==> config.mk <==
export PLATFORM = sky130hd
export DESIGN_NAME = fcta_s2mm_downsizer_flat
export DESIGN_NICKNAME = d
export VERILOG_FILES = /design/src/rtl/fcta_s2mm_downsizer_if.sv /design/src/rtl/fcta_s2mm_downsizer.sv /design/src/flat_wrapper.sv
export SDC_FILE = /design/constraint.sdc
export NUM_CORES = 1
export LEC_CHECK = 0
export BUFFER_PORTS_ARGS = -buffer_cell sky130_fd_sc_hd__buf_4
export CAP_MARGIN = 40
export CORE_AREA = 2 2 496 498
export DETAILED_ROUTE_END_ITERATION = 16
export DIE_AREA = 0 0 498 500
export PLACE_DENSITY = 0.31
export SETUP_SLACK_MARGIN = 0.4
export SLEW_MARGIN = 20
export SYNTH_ARGS = -nofsm -noshare
export SYNTH_HDL_FRONTEND = slang
export SYNTH_SLANG_ARGS = --single-unit
==> constraint.sdc <==
create_clock -name clk -period 51.5 [get_ports clk]
set_clock_uncertainty 0.15 [all_clocks]
set_input_delay 10.3 -clock clk [delete_from_list [all_inputs] [get_ports clk]]
set_output_delay 10.3 -clock clk [all_outputs]
set_load 0.02 [all_outputs]
==> src/rtl/fcta_s2mm_downsizer_if.sv <==
// Stream bundle between the FCTA result stream (wide side) and the S2MM DMA (narrow side).
interface fcta_s2mm_downsizer_if #(
  parameter int IN_BW  = 1024,
  parameter int OUT_BW = 256
);
  logic              s_axis_tvalid;
  logic              s_axis_tlast;
  logic [IN_BW-1:0]  s_axis_tdata;
  logic              s_axis_tready;
  logic              m_axis_tvalid;
  logic              m_axis_tlast;
  logic [OUT_BW-1:0] m_axis_tdata;
  logic              m_axis_tready;

  // downsizer side
  modport slave (
    input  s_axis_tvalid, s_axis_tlast, s_axis_tdata, m_axis_tready,
    output s_axis_tready, m_axis_tvalid, m_axis_tlast, m_axis_tdata
  );

  // environment side: accelerator source plus DMA sink
  modport master (
    output s_axis_tvalid, s_axis_tlast, s_axis_tdata, m_axis_tready,
    input  s_axis_tready, m_axis_tvalid, m_axis_tlast, m_axis_tdata
  );
endinterface

==> src/rtl/fcta_s2mm_downsizer.sv <==
// Splits each wide result beat into RATIO narrow beats, LSB slice first, keeping tlast on the final slice.
// Optional completed-packet counter xfer_cnt is built when FCTA_DWN_CNT_EN is defined.
module fcta_s2mm_downsizer #(
  parameter int IN_BW  = 1024,
  parameter int OUT_BW = 256
`ifdef FCTA_DWN_CNT_EN
  ,
  parameter int CNT_BW = 32
`endif
) (
  input  logic clk,
  input  logic rst,
`ifdef FCTA_DWN_CNT_EN
  output logic [CNT_BW-1:0] xfer_cnt,
`endif
  fcta_s2mm_downsizer_if.slave bus
);

  localparam int RATIO  = IN_BW / OUT_BW;
  localparam int IDX_BW = (RATIO > 1) ? $clog2(RATIO) : 1;
  localparam logic [IDX_BW-1:0] LAST_IDX = IDX_BW'(RATIO - 1);
  localparam logic [IDX_BW-1:0] IDX_ZERO = {IDX_BW{1'b0}};
  localparam logic [IDX_BW-1:0] IDX_ONE  = IDX_BW'(1);

  typedef enum logic {
    EMPTY = 1'b0,
    DRAIN = 1'b1
  } state_t;

  state_t                        state_r;
  logic [RATIO-1:0][OUT_BW-1:0]  data_r;
  logic                          tlast_r;
  logic [IDX_BW-1:0]             idx_r;

  logic full_s;
  logic last_slice_s;
  logic in_hs_s;
  logic out_hs_s;

  assign full_s       = (state_r == DRAIN);
  assign last_slice_s = (idx_r == LAST_IDX);

  // Ready reopens while the final slice is leaving so wide beats can follow without a bubble.
  assign bus.s_axis_tready = !full_s || (bus.m_axis_tready && last_slice_s);
  assign in_hs_s           = bus.s_axis_tvalid && bus.s_axis_tready;
  assign out_hs_s          = full_s && bus.m_axis_tready;

  assign bus.m_axis_tvalid = full_s;
  assign bus.m_axis_tdata  = data_r[idx_r];
  assign bus.m_axis_tlast  = full_s && tlast_r && last_slice_s;

  // Slice-sequencing FSM: fill state, slice index and captured tlast.
  always_ff @(posedge clk or posedge rst) begin
    if (rst) begin
      state_r <= EMPTY;
      idx_r   <= IDX_ZERO;
      tlast_r <= 1'b0;
    end else begin
      case (state_r)
        EMPTY: begin
          if (in_hs_s) begin
            tlast_r <= bus.s_axis_tlast;
            idx_r   <= IDX_ZERO;
            state_r <= DRAIN;
          end
        end
        DRAIN: begin
          if (out_hs_s) begin
            if (!last_slice_s) begin
              idx_r <= idx_r + IDX_ONE;
            end else if (in_hs_s) begin
              tlast_r <= bus.s_axis_tlast;
              idx_r   <= IDX_ZERO;
            end else begin
              idx_r   <= IDX_ZERO;
              state_r <= EMPTY;
            end
          end
        end
        default: begin
          state_r <= EMPTY;
          idx_r   <= IDX_ZERO;
          tlast_r <= 1'b0;
        end
      endcase
    end
  end

  // Wide data holding register; left unreset since it is only observed while full.
  always_ff @(posedge clk) begin
    if (in_hs_s) begin
      data_r <= bus.s_axis_tdata;
    end
  end

`ifdef FCTA_DWN_CNT_EN
  // Completed-packet counter, advancing on every accepted narrow tlast beat.
  always_ff @(posedge clk or posedge rst) begin
    if (rst) begin
      xfer_cnt <= {CNT_BW{1'b0}};
    end else if (out_hs_s && bus.m_axis_tlast) begin
      xfer_cnt <= xfer_cnt + CNT_BW'(1);
    end
  end
`endif

endmodule

==> src/flat_wrapper.sv <==
// flat-port wrapper written by rule: the top's interface ports become plain ports
module fcta_s2mm_downsizer_flat 
#(
  parameter int IN_BW  = 1024,
  parameter int OUT_BW = 256

)
  (clk, rst, bus_s_axis_tvalid, bus_s_axis_tlast, bus_s_axis_tdata, bus_m_axis_tready, bus_s_axis_tready, bus_m_axis_tvalid, bus_m_axis_tlast, bus_m_axis_tdata);
  fcta_s2mm_downsizer_if #(.IN_BW(IN_BW), .OUT_BW(OUT_BW)) bus_i ();
  input  logic clk;
  input  logic rst;
  input wire logic [$bits(bus_i.s_axis_tvalid)-1:0] bus_s_axis_tvalid;
  input wire logic [$bits(bus_i.s_axis_tlast)-1:0] bus_s_axis_tlast;
  input wire logic [$bits(bus_i.s_axis_tdata)-1:0] bus_s_axis_tdata;
  input wire logic [$bits(bus_i.m_axis_tready)-1:0] bus_m_axis_tready;
  output wire logic [$bits(bus_i.s_axis_tready)-1:0] bus_s_axis_tready;
  output wire logic [$bits(bus_i.m_axis_tvalid)-1:0] bus_m_axis_tvalid;
  output wire logic [$bits(bus_i.m_axis_tlast)-1:0] bus_m_axis_tlast;
  output wire logic [$bits(bus_i.m_axis_tdata)-1:0] bus_m_axis_tdata;
  assign bus_i.s_axis_tvalid = bus_s_axis_tvalid;
  assign bus_i.s_axis_tlast = bus_s_axis_tlast;
  assign bus_i.s_axis_tdata = bus_s_axis_tdata;
  assign bus_i.m_axis_tready = bus_m_axis_tready;
  assign bus_s_axis_tready = bus_i.s_axis_tready;
  assign bus_m_axis_tvalid = bus_i.m_axis_tvalid;
  assign bus_m_axis_tlast = bus_i.m_axis_tlast;
  assign bus_m_axis_tdata = bus_i.m_axis_tdata;
  fcta_s2mm_downsizer #(.IN_BW(IN_BW), .OUT_BW(OUT_BW)) u_core (.clk(clk), .rst(rst), .bus(bus_i));
endmodule
==> impl_metrics.json <==
{
  "clockBufferDepth": 3,
  "path_cells": "buf_4 -> a21boi_0 -> inv_1 -> buf_4",
  "ys_types": 20,
  "whs_endpoint": "u_core.tlast_r$_DFFE_PP0P_",
  "drc": 0,
  "crit_required_ps": 41050,
  "r2r_slack_ps": 45270,
  "grt.total_usage_pct": 12.8,
  "grt_pass1_wl_um": 214000,
  "syn_area_um2": 37600,
  "placed_area_um2": 51400,
  "drt_iter0_drc": 1292,
  "die-area_um2": 249000,
  "rsz0062_at_grt": "false",
  "cts_tree": "yes",
  "power_frac_comb_pct": 30.8,
  "cts_made_buffers": 137,
  "grt-ovfl-total": 0,
  "seqCellArea_um2": 30900,
  "ir_drop_mv": 0.0305,
  "postCtsHoldBufs": 0,
  "clock.fmax_mhz": 46.0,
  "multi_input_area_um2": 6290,
  "dpl.hpwl_um": 129000,
  "drv_cap": 0,
  "drt_pass1_iterations": 5,
  "startpoint_type": "input pin",
  "die_x_um": 498,
  "status": "completed",
  "endpoint_kind": "output pin",
  "antenna_left": 0,
  "wl_per_cell_um": 26.9,
  "rows": 182,
  "grt_pass1_vias": 22900,
  "clk_latency_ps": 760,
  "num_vias": 20900,
  "slew_headroom_pct": 31.6,
  "cts-resized-gates": 0,
  "worst_path_max_delay_cell": "a21boi_0",
  "worstMarginPinSlew_ps": 1030,
  "antenna_found_initial": 90,
  "cp_common_cell": "buf_4",
  "area_growth_pct": 48.1,
  "p_sw_share_pct": 32.4,
  "pwr-share-seq_pct": 37.4,
  "fin_util_pct": 22.8,
  "grt_max_degree": 139,
  "hp-start": "u_core.tlast_r$_DFFE_PP0P_",
  "drv_slew": 0,
  "setup_tns_ps": 0,
  "r2r_start": "u_core.idx_r[1]$_DFFE_PP0P_",
  "syn-num-nets": 2388,
  "root_buffer": "clkbuf_16",
  "hp-class": "flip-flop to flip-flop",
  "max_stage_delay_ps": 540,
  "clock-sinks": 1028,
  "htreeDepth": 4,
  "core_um2": 244000,
  "dieHeight_um": 500,
  "reg2reg_depth": 12,
  "post-cts-setup-buffer-count": 0,
  "setup_viol": 0,
  "clock_power_share_pct": 31.8,
  "yosys_warnings": 0,
  "vias_per_cell": 3.42,
  "p_leak_nw": 19.9,
  "nFillCells": 25500,
  "period_needed_ps": 21740,
  "p_switching_mw": 0.929,
  "hold_viol": 0,
  "power_density_nw_per_um2": 51.5,
  "drive_above_1_share_pct": 57.6,
  "port_buffers": 1287,
  "syn_area_per_cell_um2": 27.7,
  "design_area_um2": 55700,
  "worst_hold_slack_ps": 404,
  "worstReg2RegEnd": "u_core.data_r[910]$_DFFE_PP_",
  "clk_pin_slew_ps": 50,
  "p_int_mw": 1.94,
  "layout.nets": 3794,
  "critPathArrivalTime_ps": 11290,
  "initial_utilization_pct": 15.4,
  "fin_crit_sh_pct": 42.2,
  "hold_depth": 2,
  "synth_cells": 1358,
  "seq_area_frac_synth_pct": 82.0,
  "place_congestion": 0.788,
  "drt_wl_total_um": 165000,
  "io_pins": 1288,
  "ys_ff_latch": 1028,
  "crit_fanout": 5,
  "crit_type": "input pin to output pin"
}
==> cells in the final DEF (no fill, tap or decap), types with 3 or more instances in the layout <==
| cell type | netlist | routed |
|---|---|---|
| mux4_2 | 145 | 145 |
| clkbuf_16 | 0 | 137 |
| buf_16 | 0 | 10 |
| inv_6 | 0 | 7 |
| clkinv_16 | 0 | 6 |
| inv_16 | 0 | 4 |
| bufinv_16 | 0 | 3 |
| clkinv_2 | 0 | 14 |
| edfxtp_1 | 1024 | 1024 |
| clkinv_1 | 0 | 29 |
| inv_1 | 3 | 3 |
| buf_4 | 2 | 1308 |
| diode_2 | 0 | 25 |
| mux4_1 | 111 | 111 |
| buf_12 | 0 | 7 |
| clkbuf_1 | 4 | 36 |
==> metrics by stage <==
stage	setup WS, ps	power (mW)	std cells
after floorplan	13640	1.67	1358
final	29760	2.87	6112
after detailed placement	29730	2.00	5843
after CTS	29720	2.95	6085
after global placement	29640	1.99	5831
after global routing	29690	3.00	6095
==> power groups by stage <==
stage          logic [mW]  registers [mW]  clock network [mW]
2_1_floorplan       0.495            1.18                   0
4_1_cts             0.914            1.08               0.955
3_5_place_dp        0.912            1.09                   0
5_1_grt             0.939            1.08               0.982
6_report            0.884            1.07               0.912
3_3_place_gp        0.885            1.11                   0
==> kinds of logic (layout without fill, tap and decap cells) <==
| family | Yosys count | after routing | synth area share, % |
|---|---|---|---|
| compound gates | 4 | 4 | 0.0965 |
| fa+ha+maj | 1 | 1 | 0.0333 |
| flops | 1028 | 1028 | 82.0 |
| mux | 257 | 257 | 16.5 |
| other cells | 0 | 25 | 0 |
| buf+inv | 61 | 1570 | 1.26 |
| simple gates | 7 | 7 | 0.103 |
==> area by class of cell <==
type / count / area share, %
clock buffers: 175 / 6.45
clock inverters: 67 / 1.13
diodes: 25 / 0.112
inverters: 3 / 0.0202
flip-flops and latches: 1028 / 55.4
multi-input cells: 269 / 11.3
repair buffers: 1325 / 18.4
well taps: 3220 / 7.23
==> flip-flops by register name (all words and copies together) (netlist names) <==
| name | cells |
|---|---|
| u_core.data_r | 1024 |
| u_core.tlast_r | 1 |
| u_core.bus.m_axis_tvalid | 1 |
| u_core.idx_r | 2 |
==> worst max-delay path, delay by kind of cell <==
kind | cells | cell delay (ps)
AO/OA/AOI/OAI | 1 | 540
buffers and inverters | 3 | 440
==> Yosys cell counts <==
cell type | instances | area (um2)
clkbuf_1 | 4 | 15.0
a32o_1 | 2 | 20.0
inv_1 | 3 | 11.3
buf_8 | 3 | 45.0
buf_2 | 26 | 130
nor2_1 | 1 | 3.75
or2_2 | 1 | 6.26
nor2b_1 | 2 | 12.5
o32ai_1 | 1 | 8.76
mux2i_1 | 1 | 10.0
ha_1 | 1 | 12.5
buf_6 | 23 | 259
buf_4 | 2 | 15.0
mux4_1 | 111 | 2920
mux4_2 | 145 | 3270
edfxtp_1 | 1024 | 30700
a21boi_0 | 1 | 7.51
dfrtp_1 | 4 | 100
nand2_1 | 1 | 3.75
and3_1 | 2 | 12.5
==> worst max path at each step <==
stage | start | end | slack, ps | depth (start not counted)
global route | bus_m_axis_tready | bus_s_axis_tready | 29690 | 4
finish | bus_m_axis_tready | bus_s_axis_tready | 29760 | 4
detailed placement | bus_m_axis_tready | bus_s_axis_tready | 29730 | 4
floorplan | bus_m_axis_tready | u_core.data_r[0]$_DFFE_PP_ | 13640 | 2
CTS | bus_m_axis_tready | bus_s_axis_tready | 29720 | 4
global placement | bus_m_axis_tready | bus_s_axis_tready | 29640 | 4
==> layer usage <==
| metal | vias up | track usage, % | routed length (um) |
|---|---|---|---|
| li1 | 8940 | - | - |
| met1 | 10500 | 13.7 | 60200 |
| met2 | 1091 | 21.1 | 79100 |
| met3 | 272 | 7.71 | 20700 |
| met4 | 68 | 3.59 | 4060 |
| met5 | - | 0 | 424 |
Note: power is estimated with default switching activity, not from simulation.
